===== src/rtl/sap_control_sequencer.sv =====
// SAP-U control sequencer: one-hot T1..T5 ring with combinational control decode.
// Optional macro SAP_EARLY_RESET_EN shortens NOP/OUT/LDA by restarting the ring after their last busy step.
module sap_control_sequencer (
  input  logic       clk,
  input  logic       clr,
  input  logic [3:0] opcode,
  output logic       pc_inc,
  output logic       pc_out,
  output logic       mar_load_n,
  output logic       ram_out_n,
  output logic       ir_load_n,
  output logic       ir_out_n,
  output logic       a_load_n,
  output logic       a_out_n,
  output logic       b_load_n,
  output logic       alu_out,
  output logic       alu_sub,
  output logic       out_load_n,
  output logic [2:0] step,
  output logic       halted
);

  typedef enum logic [4:0] {
    T1 = 5'b00001,
    T2 = 5'b00010,
    T3 = 5'b00100,
    T4 = 5'b01000,
    T5 = 5'b10000
  } ring_t;

  localparam logic [3:0] OP_LDA = 4'b0000;
  localparam logic [3:0] OP_ADD = 4'b0001;
  localparam logic [3:0] OP_SUB = 4'b0010;
  localparam logic [3:0] OP_OUT = 4'b1110;
  localparam logic [3:0] OP_HLT = 4'b1111;

  ring_t ring;
  logic  legal;
  logic  is_hlt;
  logic  last_step;

  assign legal  = $onehot(ring);
  assign is_hlt = (opcode == OP_HLT);

  always_comb begin
    last_step = (ring == T5);
`ifdef SAP_EARLY_RESET_EN
    // ADD/SUB use all five steps and HLT freezes the ring, so only these shorten.
    if (ring == T3 && opcode != OP_LDA && opcode != OP_ADD &&
        opcode != OP_SUB && opcode != OP_HLT)
      last_step = 1'b1;
    if (ring == T4 && opcode == OP_LDA)
      last_step = 1'b1;
`endif
  end

  always_ff @(posedge clk) begin
    if (clr) begin
      ring   <= T1;
      halted <= 1'b0;
    end else if (!halted) begin
      if (!legal)
        ring <= T1;
      else if (ring == T3 && is_hlt)
        halted <= 1'b1;
      else if (last_step)
        ring <= T1;
      else
        ring <= ring_t'({ring[3:0], 1'b0});
    end
  end

  always_comb begin
    case (ring)
      T1:      step = 3'd1;
      T2:      step = 3'd2;
      T3:      step = 3'd3;
      T4:      step = 3'd4;
      T5:      step = 3'd5;
      default: step = 3'd0;
    endcase
  end

  // Reset, halt and illegal ring patterns all leave every control idle.
  always_comb begin
    pc_inc     = 1'b0;
    pc_out     = 1'b0;
    mar_load_n = 1'b1;
    ram_out_n  = 1'b1;
    ir_load_n  = 1'b1;
    ir_out_n   = 1'b1;
    a_load_n   = 1'b1;
    a_out_n    = 1'b1;
    b_load_n   = 1'b1;
    alu_out    = 1'b0;
    alu_sub    = 1'b0;
    out_load_n = 1'b1;
    if (!clr && !halted) begin
      case (ring)
        T1: begin
          pc_out     = 1'b1;
          mar_load_n = 1'b0;
        end
        T2: begin
          ram_out_n = 1'b0;
          ir_load_n = 1'b0;
          pc_inc    = 1'b1;
        end
        T3: begin
          if (opcode == OP_LDA || opcode == OP_ADD || opcode == OP_SUB) begin
            ir_out_n   = 1'b0;
            mar_load_n = 1'b0;
          end else if (opcode == OP_OUT) begin
            a_out_n    = 1'b0;
            out_load_n = 1'b0;
          end
        end
        T4: begin
          if (opcode == OP_LDA) begin
            ram_out_n = 1'b0;
            a_load_n  = 1'b0;
          end else if (opcode == OP_ADD || opcode == OP_SUB) begin
            ram_out_n = 1'b0;
            b_load_n  = 1'b0;
          end
        end
        T5: begin
          if (opcode == OP_ADD || opcode == OP_SUB) begin
            alu_out  = 1'b1;
            a_load_n = 1'b0;
            alu_sub  = (opcode == OP_SUB);
          end
        end
        default: ;
      endcase
    end
  end

endmodule


===== config.mk =====
export PLATFORM = sky130hd
export DESIGN_NAME = sap_control_sequencer
export DESIGN_NICKNAME = d
export VERILOG_FILES = /design/src/rtl/sap_control_sequencer.sv
export SDC_FILE = /design/constraint.sdc
export NUM_CORES = 1
export LEC_CHECK = 0
export ABC_AREA = 1
export CAP_MARGIN = 5
export CORE_MARGIN = 1.5
export CORE_UTILIZATION = 39
export DETAILED_ROUTE_END_ITERATION = 8
export PLACE_DENSITY = 0.72
export SLEW_MARGIN = 25
export SYNTH_ARGS = -nofsm -noshare
export SYNTH_HDL_FRONTEND = slang
export SYNTH_SLANG_ARGS = --single-unit

===== constraint.sdc =====
create_clock -name clk -period 2.2 [get_ports clk]
set_input_delay 0.33 -clock clk [delete_from_list [all_inputs] [get_ports clk]]
set_output_delay 0.33 -clock clk [all_outputs]
set_load 0.05 [all_outputs]

==> impl_metrics.yaml <==
timing:
  finalCritPeriodShare_pct: 104
  skew_ns: 0.000801
  hold_viol: 0
  slew_violations: 0
  relSlewSlack_pct: 66.7
  setup_viol: 5
  post-route-min-period_ns: 2.30
  rsz0062_at_grt: "true"
  fmax_mhz: 436
  tightest_slew_ns: 0.497
  postLayoutSetupSlackWorst_ns: -0.0951
cells_and_area:
  antenna_cells: 0
  finalInstanceArea_um2: 1200
  final_cell_mix: "buf_4, nand2_1, buf_12"
  syn_to_final_growth_pct: 93.1
  finalNonFillerCells: 149
  nNetsFinal: 147
  final_common_cell: "buf_4"
  final_util_pct: 80.5
  drive_above_1_share_pct: 54.1
synthesis:
  synthAdderAreaFrac_pct: 14.5
  ys_seq_area_share_pct: 19.4
  synth-xor-area-share_pct: 0
  synthSimpleGateAreaFrac_pct: 45.6
  synth-seq-cells: 6
  ys_warn_count: 0
  synth_mux_area_share_pct: 0
  synth_compound_area_share_pct: 6.65
  synth_top_family_by_area: "simple AND/OR/NAND/NOR gates"
  synth_fp_nets: 107
  yosysUniqueCellTypes: 22
  syn_area_um2: 621
  syn_area_per_cell_um2: 6.53
  synth_cells: 95
routing:
  wl_um: 1920
  wire_per_inst_um: 12.9
  num_vias: 751
  route.detailed.drc: 0
  postRouteAntennaNets: 0
  drtIter0Drc: 23
  viasPerCell: 5.04
  first_pass_iters: 4
place:
  post-place-ws_ns: -0.220
  dp_hpwl_um: 1390
  place_area_um2: 1060
  dp.cells: 139
  place.gp.congestion: 0.810
  port_buffers: 21
cts:
  cts_buffers: 3
  cts.sinks: 6
  clk_path_buf_depth: 2
  cts-root-buf: "clkbuf_4"
  clk_latency_ns: 0.25
  htreeDepth: 1
  clkSlewWorstSetupHoldPaths_ns: 0.04
  cts_tree: "done"
floorplan:
  initial_core_util_pct: 41.7
  row_count: 14
  die_w_um: 42.9
  boundaryPins: 22
  design.core.area_um2: 1490
  die_y_um: 42.9
  die_area_um2: 1840
setup_path:
  cp-start-kind: "flop"
  end_kind: "flop"
  r2r_start: "ring[0]"
  crit_type: "flop to flop"
  critPathArrivalTime_ns: 2.42
  r2r_cells: 12
  worstPathRequired_ns: 2.32
  reg2reg_slack_ns: -0.1
  startpoint: "ring[0]"
  cp_max_fo: 5
  critical_path.reg2reg.endpoint: "ring[0]"
global_route:
  grt_use_met3_pct: 3.83
  first_global_vias: 687
  grt-ovfl-total: 0
  grt_usage_pct: 21.1
  use_met2_pct: 40.9
  grt_max_degree: 12
  grt_pass1_wl_um: 2930
  antenna_found_initial: 0
  grt.met1_usage_pct: 21.2
  grt-busiest-layer: "met2"
min_path:
  min_path_cells: 2
  hold_path_end: "ring[4]"
  hold_path_class: "flop to flop"
  min_from: "ring[4]"
job:
  maxCapViolations: 0
run_status:
  status: "complete, but fails checks"
  violations: "setup timing"
power_and_ir_drop:
  power.leakage_nw: 0.577
  max-vdd-ir-drop_mv: 0.906
  total_power_mw: 1.17
  powerDensity_nw_per_um2: 979
-- state kept, by name, indices dropped and copies added (netlist names) --
name and count:
halted 1, ring 5
-- routing by layer --
metal | wire [µm] | share of wire, % | vias up
met4 | 16 | 0.83 | 0
met2 | 1070 | 56 | 26
met1 | 753 | 39 | 342
met3 | 80 | 4.2 | 2
li1 | - | - | 381
met5 | 0 | 0 | -
-- worst max-delay path, cell delays in order, from the launching register on --
cell     delay (ns)
dfxtp_2        0.33
inv_2          0.05
fa_1           0.54
inv_2          0.04
fa_2           0.35
ha_4           0.22
inv_2          0.05
nand2_2        0.05
nor2_4         0.17
buf_6          0.15
nand2_1        0.08
nand3_2        0.08
nand3_1        0.08
-- through the flow --
stage	hold slack, ns	TNS [ns]
final	0.559	-0.320
after floorplan	0.399	-0.499
after global routing	0.592	-0.775
after detailed placement	0.553	-1.21
after global placement	0.559	-0.695
after CTS	0.548	-0.353
-- power by group --
group / internal (mW) / switching (mW) / total [mW]
combinational: 0.409 / 0.506 / 0.915
sequential: 0.134 / 0.0224 / 0.157
clock: 0.0617 / 0.0399 / 0.102
-- layout make-up --
class / count / area [µm²]
timing repair buffer: 37 / 447
fill: 92 / 290
clock buffer: 3 / 22.5
inverter: 16 / 60.1
multi-input combinational: 71 / 526
sequential: 6 / 124
tap: 16 / 20.0
-- kinds of logic after synthesis --
logic type      count (synthesis)
simple gates                   56
buf+inv                        19
fa+ha+maj                       6
compound gates                  8
flops                           6
-- repair_timing --
| item | CTS | global route |
|---|---|---|
| hold buffers | 0 | 0 |
| setup buffers | 0 | 6 |
| gates cloned | 1 | 0 |
| endpoints found under the hold margin | 0 | 0 |
| setup endpoints to repair | 6 | 12 |
| gates resized for setup | 8 | 6 |
| pin swaps | 7 | 5 |
-- how the worst max path moves through the flow --
stage	endpoint	slack, ns	cells after the start
finish	ring[0]	-0.1	12
global route	ring[0]	-0.15	12
CTS	ring[1]	-0.08	13
detailed placement	ring[1]	-0.22	11
global placement	ring[1]	-0.14	11
floorplan	ring[1]	-0.11	12
-- synthesized netlist by cell type (all sizes together) --
library cell	instances	area, µm²
inv	16	60.1
or3	1	6.26
nand4	1	6.26
ha	4	50.1
o21ai	2	10.0
a21oi	5	25.0
buf	3	26.3
a31oi	1	6.26
nor4	1	6.26
nor2	12	60.1
nor3	2	10.0
nand3b	1	7.51
nand3	15	95.1
nand2	23	91.3
dfxtp	6	120
fa	2	40.0
No activity file was read; power rests on OpenSTA's default activity.
